==> config.mk <==
export PLATFORM = sky130hd
export DESIGN_NAME = if_id_pipeline_ctrl
export DESIGN_NICKNAME = d
export VERILOG_FILES = /design/src/rtl/if_id_pipeline_ctrl.sv
export SDC_FILE = /design/constraint.sdc
export NUM_CORES = 1
export LEC_CHECK = 0
export ABC_AREA = 1
export CAP_MARGIN = 15
export CORE_ASPECT_RATIO = 0.8
export CORE_MARGIN = 4
export CORE_UTILIZATION = 46
export DETAILED_ROUTE_END_ITERATION = 10
export PLACE_DENSITY = 0.95
export RECOVER_POWER = 100
export SYNTH_ARGS = -nofsm -noshare
export SYNTH_HDL_FRONTEND = slang
export SYNTH_SLANG_ARGS = --single-unit
==> constraint.sdc <==
create_clock -name clk -period 4.9 [get_ports clk]
set_input_delay 1.47 -clock clk [delete_from_list [all_inputs] [get_ports clk]]
set_output_delay 1.47 -clock clk [all_outputs]
set_load 0.005 [all_outputs]
==> src/rtl/if_id_pipeline_ctrl.sv <==
// PC register, IF/ID pipeline register, ID/EX bubble control and stall watchdog for the fetch stage.
// Optional event counters are built when IF_ID_PERF_CNT_EN is defined; otherwise both count ports read zero.
module if_id_pipeline_ctrl #(
  parameter logic [31:0] RESET_PC  = 32'h0000_0000,
  parameter logic [31:0] NOP_INSTR = 32'h0000_0013,
  parameter int unsigned MAX_STALL = 16
) (
  input  logic        clk,
  input  logic        reset,
  input  logic        stall,
  input  logic        flush_IF_ID,
  input  logic        flush_ID_EX,
  input  logic [31:0] branch_target,
  input  logic [31:0] imem_instr,
  output logic [31:0] pc,
  output logic [31:0] IF_ID_pc,
  output logic [31:0] IF_ID_instr,
  output logic        IF_ID_valid,
  output logic        ID_EX_clear,
  output logic        misalign_flag,
  output logic        stall_timeout,
  output logic [31:0] stall_count,
  output logic [31:0] flush_count
);

  localparam logic [15:0] MAX_STALL_W = 16'(MAX_STALL);

  typedef enum logic [1:0] {
    ST_RUN      = 2'd0,
    ST_HOLD     = 2'd1,
    ST_REDIRECT = 2'd2
  } state_e;

  state_e      state_q, state_d;
  logic [31:0] pc_q, pc_d;
  logic [31:0] if_id_pc_q, if_id_pc_d;
  logic [31:0] if_id_instr_q, if_id_instr_d;
  logic        if_id_valid_q, if_id_valid_d;
  logic        misalign_q, misalign_d;
  logic        timeout_q, timeout_d;
  logic [15:0] wd_cnt_q, wd_cnt_d;

  always_comb begin
    state_d       = ST_RUN;
    pc_d          = pc_q;
    if_id_pc_d    = if_id_pc_q;
    if_id_instr_d = if_id_instr_q;
    if_id_valid_d = if_id_valid_q;
    misalign_d    = 1'b0;
    wd_cnt_d      = 16'd0;

    if (flush_IF_ID) begin
      state_d       = ST_REDIRECT;
      pc_d          = {branch_target[31:2], 2'b00};
      if_id_pc_d    = 32'd0;
      if_id_instr_d = NOP_INSTR;
      if_id_valid_d = 1'b0;
      misalign_d    = |branch_target[1:0];
    end else if (stall) begin
      state_d  = ST_HOLD;
      // Saturate rather than wrap so a long stall never re-arms a false "not yet" window.
      wd_cnt_d = (wd_cnt_q >= MAX_STALL_W) ? MAX_STALL_W : wd_cnt_q + 16'd1;
    end else begin
      pc_d          = pc_q + 32'd4;
      if_id_pc_d    = pc_q;
      if_id_instr_d = imem_instr;
      if_id_valid_d = 1'b1;
    end

    timeout_d = timeout_q | (wd_cnt_d == MAX_STALL_W);
  end

  always_ff @(posedge clk) begin
    if (reset) begin
      state_q       <= ST_RUN;
      pc_q          <= RESET_PC;
      if_id_pc_q    <= 32'd0;
      if_id_instr_q <= NOP_INSTR;
      if_id_valid_q <= 1'b0;
      misalign_q    <= 1'b0;
      timeout_q     <= 1'b0;
      wd_cnt_q      <= 16'd0;
    end else begin
      state_q       <= state_d;
      pc_q          <= pc_d;
      if_id_pc_q    <= if_id_pc_d;
      if_id_instr_q <= if_id_instr_d;
      if_id_valid_q <= if_id_valid_d;
      misalign_q    <= misalign_d;
      timeout_q     <= timeout_d;
      wd_cnt_q      <= wd_cnt_d;
    end
  end

`ifdef IF_ID_PERF_CNT_EN
  logic [31:0] stall_cnt_q, stall_cnt_d;
  logic [31:0] flush_cnt_q, flush_cnt_d;

  always_comb begin
    stall_cnt_d = stall_cnt_q;
    flush_cnt_d = flush_cnt_q;
    if (flush_IF_ID) flush_cnt_d = flush_cnt_q + 32'd1;
    else if (stall)  stall_cnt_d = stall_cnt_q + 32'd1;
  end

  always_ff @(posedge clk) begin
    if (reset) begin
      stall_cnt_q <= 32'd0;
      flush_cnt_q <= 32'd0;
    end else begin
      stall_cnt_q <= stall_cnt_d;
      flush_cnt_q <= flush_cnt_d;
    end
  end

  assign stall_count = stall_cnt_q;
  assign flush_count = flush_cnt_q;
`else
  assign stall_count = 32'd0;
  assign flush_count = 32'd0;
`endif

  assign pc            = pc_q;
  assign IF_ID_pc      = if_id_pc_q;
  assign IF_ID_instr   = if_id_instr_q;
  assign IF_ID_valid   = if_id_valid_q;
  assign misalign_flag = misalign_q & (state_q == ST_REDIRECT);
  assign stall_timeout = timeout_q;
  assign ID_EX_clear   = flush_ID_EX | (stall & ~flush_IF_ID);

endmodule
==> results of run 1 <==
-- cell usage in the layout, fill, tap and decap left out, types with 26 or more instances in the layout --
| cell | n |
|---|---|
| a21oi_1 | 78 |
| clkdlybuf4s50_1 | 66 |
| conb_1 | 79 |
| dfxtp_1 | 113 |
| dlygate4sd3_1 | 97 |
| inv_1 | 37 |
| nand2_1 | 234 |
| nand3_1 | 26 |
| nor2_1 | 82 |
| o21ai_0 | 32 |
-- state kept, by name (all words and copies together) (netlist names) --
| register | flops |
|---|---|
| IF_ID_instr | 32 |
| IF_ID_pc | 30 |
| pc | 30 |
| wd_cnt_q | 16 |
| state_q | 2 |
| IF_ID_valid | 1 |
| misalign_q | 1 |
| stall_timeout | 1 |
-- area by class of cell --
type / instances / area, um^2
fill: 967 / 3740
multi-input combinational: 579 / 2540
sequential: 113 / 2260
timing repair buffer: 171 / 1690
clock buffer: 20 / 447
tap: 144 / 180
inverter: 41 / 154
clock inverter: 11 / 91.3
-- path summary, 6_finish.rpt --
path	slack (ps)	from	to	depth (start not counted)
max	450	flush_IF_ID	ID_EX_clear	4
min	450	stall_timeout	stall_timeout	2
max reg2reg	2940	pc[2]	pc[16]	6
min reg2reg	450	stall_timeout	stall_timeout	2
-- through the flow --
stage	instances	area, um^2
global route	1079	7360
detailed placement	1048	6850
floorplan	832	5620
global placement	1048	6850
finish	1079	7360
CTS	1079	7380
-- worst max-delay path, stage by stage --
cell	delay, ps
dlygate4sd3_1	560
nor2_1	240
or2_2	150
dlygate4sd3_1	560
-- per-layer routing --
metal,share of wire (%),up-vias,routed length [um]
li1,-,2596,-
met1,42,2332,6720
met2,46,230,7320
met3,9.9,23,1570
met4,1.6,0,261
met5,0,-,0
-- logic make-up after synthesis --
logic type / synth area share [%]
and+or+nand+nor: 27.3
other: 0.0704
buffers and inverters: 14.9
DFF: 42.5
AOI/OAI and AO/OA: 13.0
xor gates and xnor gates: 1.48
adders and majority gates: 0.705
-- report_power, final --
part	internal [mW]	switching, mW	total (mW)
combinational	0.123	0.126	0.249
clock	0.700	0.420	1.12
sequential	0.958	0.0349	0.993
==> metrics.md, run 1 <==
| Metric | Value |
|---|---|
| RSZ-0062 raised after global routing | false |
| DP Wirelength | 11,400 um |
| Synth Flop Type | dfxtp_1 |
| Leakage dissipation | 3.21 nW |
| Post-Place Setup Slack | about 660 ps |
| Total gr overflow | 0 |
| Most common cell in the netlist | nand2_1 |
| Met3 global-route usage | under 10% |
| Yosys warns | 0 |
| Pin count of the biggest net entering global routing | 86 |
| N_diodes | 0 |
| Final WS setup | around 450 ps |
| Standard-cell rows | 34 |
| F_max | about 0.22 GHz |
| Drt via density | about 4.8 |
| Most instantiated cells after synthesis | nand2_1, dfxtp_1, nor2_1 |
| Die Ht | roughly 100 um |
| Post-CTS resize count | 0 |
| Synth Cell Area | around 5300 um^2 |
| First-pass GRT wire length | 25,300 um |
| DR vias | 5,181 |
| Post-synth top area cell | dfxtp_1 |
| Synth Instances | between 700 and 800 |
| Hold violation total from the final report | 0 |
| Clk_skew | approximately 13 ps |
| Setup bufs post-CTS | 0 |
| Ys async rst share | 0% |
| Max-cap violations | 0 |
| Setup TNS | 0 ps |
| Area share of the largest cell type after synthesis | around 42% |
| Core area | approximately 11,000 um^2 |
| Share of cells above drive strength 1 | under 10% |
| Post-synthesis sequential area ratio | between 40% and 50% |
| Die width | between 100 and 150 um |
| Antenna violations before repair | 0 |
| Nets | about 1,000 |
| Initial DRC count | 357 |
| Worst hold-check path type | flop to flop |
| Hold slack | ~450 ps |
| Die area | about 13,000 um^2 |
| Setup-failing EPs final | 0 |
| Final Total Pwr | between 2 and 2.5 mW |
| PwrDens | 321 nW/um^2 |
| TritonCTS clock tree | yes |
| Final WL | around 16,000 um |
| Antenna viol nets, final | 0 |
| Vias in the first global route | 4,960 |
| Root Driver | clkbuf_16 |
| Hold_buf cts | 0 |
| Area grow syn2layout | 38.3% |
| Mean Syn Cell Area | slightly above 7 um^2 |
| CP startpoint kind | primary input |
| Initial Utilization | roughly 48% |
| Number of synthesized register bits | between 100 and 150 |
| Max Slew Vio Count | 0 |
| Clk Latency, worst-skew pair | ~420 ps |
| Final Wtd Congestion | approximately 1 |
| Period Utilization, post-route | 90.7% |
| Crit path time final | about 4400 ps |
| Nature of the critical path endpoint | primary output |
| Clk sink count | about 110 |
| Worst Path Required | approximately 3400 ps |
| WL/cell | around 15 um |
| All-Layer GR Usage | 23.8% |
| Ranking of synthesized cells by area | dfxtp_1, nand2_1, buf_4 |
| Drt pass-1 iters | 5 |
| Htree depth | 4 |
| CP Max Fanout | 2 |
| Met2 usage | between 30% and 40% |
| CP arrival | 2980 ps |
| GRT Max-Usage Layer | met2 |
| Met1 usage | between 30 and 40% |
| Clock Path Buffers | 2 |
| Fin util | 66.3% |
| Outcome | finished, final reports clean |
| Worst VDD drop | between 200 and 250 uV |
| Synth unique cells | 32 |
| Worst-path clk slew | 50 ps |
| Remaining DRCs | 0 |
| # IOs | approximately 230 |
| EDFF count, synth | 0 |
| Worst Tran Pin Value | 1370 ps |
| CTS Buf Count | 17 |
| WS Path Type | primary input to primary output |
| Slew Limit Headroom | under 10% |
| IO Port Bufs | about 160 |
Note: power is estimated with default switching activity, not from simulation.
==> run 2: changes to the inputs <==
Settings changed: CORE_UTILIZATION 46 to 47, CTS_BUF_LIST from default to sky130_fd_sc_hd__clkbuf_2 sky130_fd_sc_hd__clkbuf_4 sky130_fd_sc_hd__clkbuf_8.
==> metrics.md, run 2 (synthesis gave the netlist of run 1 again) <==
| Metric | Value |
|---|---|
| Pin count of the biggest net entering global routing | 86 (unchanged) |
| Setup bufs post-CTS | 0 (unchanged) |
| # IOs | 233 (unchanged) |
| WS Path Type | primary input to primary output |
| F_max | 0.227 GHz (+0.90%) |
| Drt via density | 4.76 (-0.78%) |
| Remaining DRCs | 0 (unchanged) |
| Final Wtd Congestion | 0.973 (-2.2%) |
| DR vias | 5,150 (-0.60%) |
| CTS Buf Count | 17 (unchanged) |
| IO Port Bufs | 164 (unchanged) |
| Internal power | 1.64 mW (-8.1%) |
| Final WL | 15,200 um (-4.4%) |
| Most frequent cells in the layout | nand2_1, dfxtp_1, dlygate4sd3_1, nor2_1 |
| Commonest non-fill, non-tap cell in the layout | nand2_1 |
| Clock share of power | 43.3% (-4.1 points) |
| Sw Pwr | 0.549 mW (-5.5%) |
| All-Layer GR Usage | 22.5% (-1.3 points) |
| Area grow syn2layout | 36.2% |
| Share of cells above drive strength 1 | 5.44% (-0.012 points) |
| Htree depth | 4 (unchanged) |
| Max Slew Vio Count | 0 (unchanged) |
| Clk Latency, worst-skew pair | 430 ps (about the same) |
| CP startpoint kind | primary input |
| Clk sink count | 113 (unchanged) |
| Setup-failing EPs final | 0 (unchanged) |
| Hold_buf cts | 0 (unchanged) |
| Hold slack | 452 ps (+2.79 ps) |
| Worst Tran Pin Value | 1330 ps (-36.7 ps) |
| Worst hold-check path type | flop to flop |
| Drt pass-1 iters | 5 (unchanged) |
| Vias in the first global route | 4,676 (-5.7%) |
| Initial DRC count | 340 (-4.8%) |
| WL/cell | 14.0 um (-4.6%) |
| Combinational fraction of design power | 11.3% (+0.7 points) |
| # placed instances | 1,049 (+0.095%) |
| DP Wirelength | 11,100 um (-3.1%) |
| Largest register FFs | 32 (unchanged) |
| Leakage dissipation | 3.15 nW (-2.0%) |
| Final Total Pwr | 2.19 mW (-7.5%) |
| Worst-path clk slew | 60 ps (about the same) |
| Standard-cell rows | 34 (unchanged) |
| Slew Limit Headroom | 11.0% (+2.8 points) |
| Worst VDD drop | 204 uV (-16%) |
| Clk_skew | 9.75 ps (-2.97 ps) |
| TritonCTS clock tree | yes |
| Crit path time final | 4410 ps (-39.8 ps) |
| Post-Layout Cell Count | 1,081 (+0.19%) |
| Total gr overflow | 0 (unchanged) |
| Antenna violations before repair | 0 (unchanged) |
| Clock Path Buffers | 2 (unchanged) |
| Root Driver | clkbuf_8 |
| Outcome | finished, final reports clean |
| Nature of the critical path endpoint | primary output |
| Switch share | 25.1% (+0.53 points) |
| Antenna viol nets, final | 0 (unchanged) |
| Hold violation total from the final report | 0 (unchanged) |
| Initial Utilization | 48.5% (+0.56 points) |
| CP arrival | 2940 ps (-40 ps) |
| Core area | 11,000 um^2 (-1.1%) |
| CP Max Fanout | 2 (unchanged) |
| Seq pwr share | 45.3% (+3.3 points) |
| N_diodes | 0 (unchanged) |
| Max-cap violations | 0 (unchanged) |
| Period Utilization, post-route | 89.9% (-0.81 points) |
| Die width | 127 um (-1.0%) |
| Nets | 996 (+0.10%) |
| PwrDens | 301 nW/um^2 (-6.1%) |
| Post-CTS resize count | 0 (unchanged) |
| First-pass GRT wire length | 23,300 um (-7.9%) |
| Die area | 13,100 um^2 (-2.0%) |
| RSZ-0062 raised after global routing | false |
| Setup TNS | 0 ps (unchanged) |
| Worst Path Required | 3430 ps (about the same) |
| Die Ht | 103 um (-0.98%) |
[run 2: through the flow]
stage	setup WS, ps	utilization, %	area, um^2
after CTS	656	66.3	7280
after global routing	344	66.1	7250
final	494	66.1	7250
after global placement	666	62.4	6850
after detailed placement	655	62.4	6850
after floorplan	1250	-	5620
[run 2: worst max-delay path: stages]
cell           delay [ps]
dlygate4sd3_1         550
nor2_1                 80
or2_2                 270
dlygate4sd3_1         570
[run 2: final cells by class]
cell class	instances	area (um^2)
Clock inverter	14	188
Clock buffer	18	241
Multi-Input combinational cell	579	2550
Inverter	41	154
Sequential cell	113	2260
Tap cell	144	180
Fill cell	990	3720
Timing Repair Buffer	172	1680
[run 2: path summary, 6_finish.rpt]
check / cells past startpoint / startpoint / endpoint / slack (ps)
max: 4 / flush_IF_ID / ID_EX_clear / 490
min: 2 / stall_timeout / stall_timeout / 450
max reg2reg: 8 / pc[2] / pc[18] / 2900
min reg2reg: 2 / stall_timeout / stall_timeout / 450
[run 2: power by group through the flow]
| stage | logic, mW | registers (mW) | clock network [mW] |
|---|---|---|---|
| global route | 0.276 | 0.996 | 1.00 |
| floorplan | 0.152 | 1.01 | 0 |
| finish | 0.248 | 0.991 | 0.947 |
| global placement | 0.255 | 1.01 | 0 |
| detailed placement | 0.258 | 1.01 | 0 |
| CTS | 0.261 | 0.991 | 0.964 |
[run 2: layer usage]
layer,vias to the layer above,track usage [%],wire length [um]
li1,2598,-,-
met1,2320,29.6,6530
met2,219,35.6,7020
met3,13,7.96,1450
met4,0,6.10,161
met5,-,0,0
==> run 3: changes to the inputs <==
Settings changed: HOLD_SLACK_MARGIN from default to 0.15.
==> results of run 3 <==
The final DEF is identical to that of run 2; final timing and power are the same.
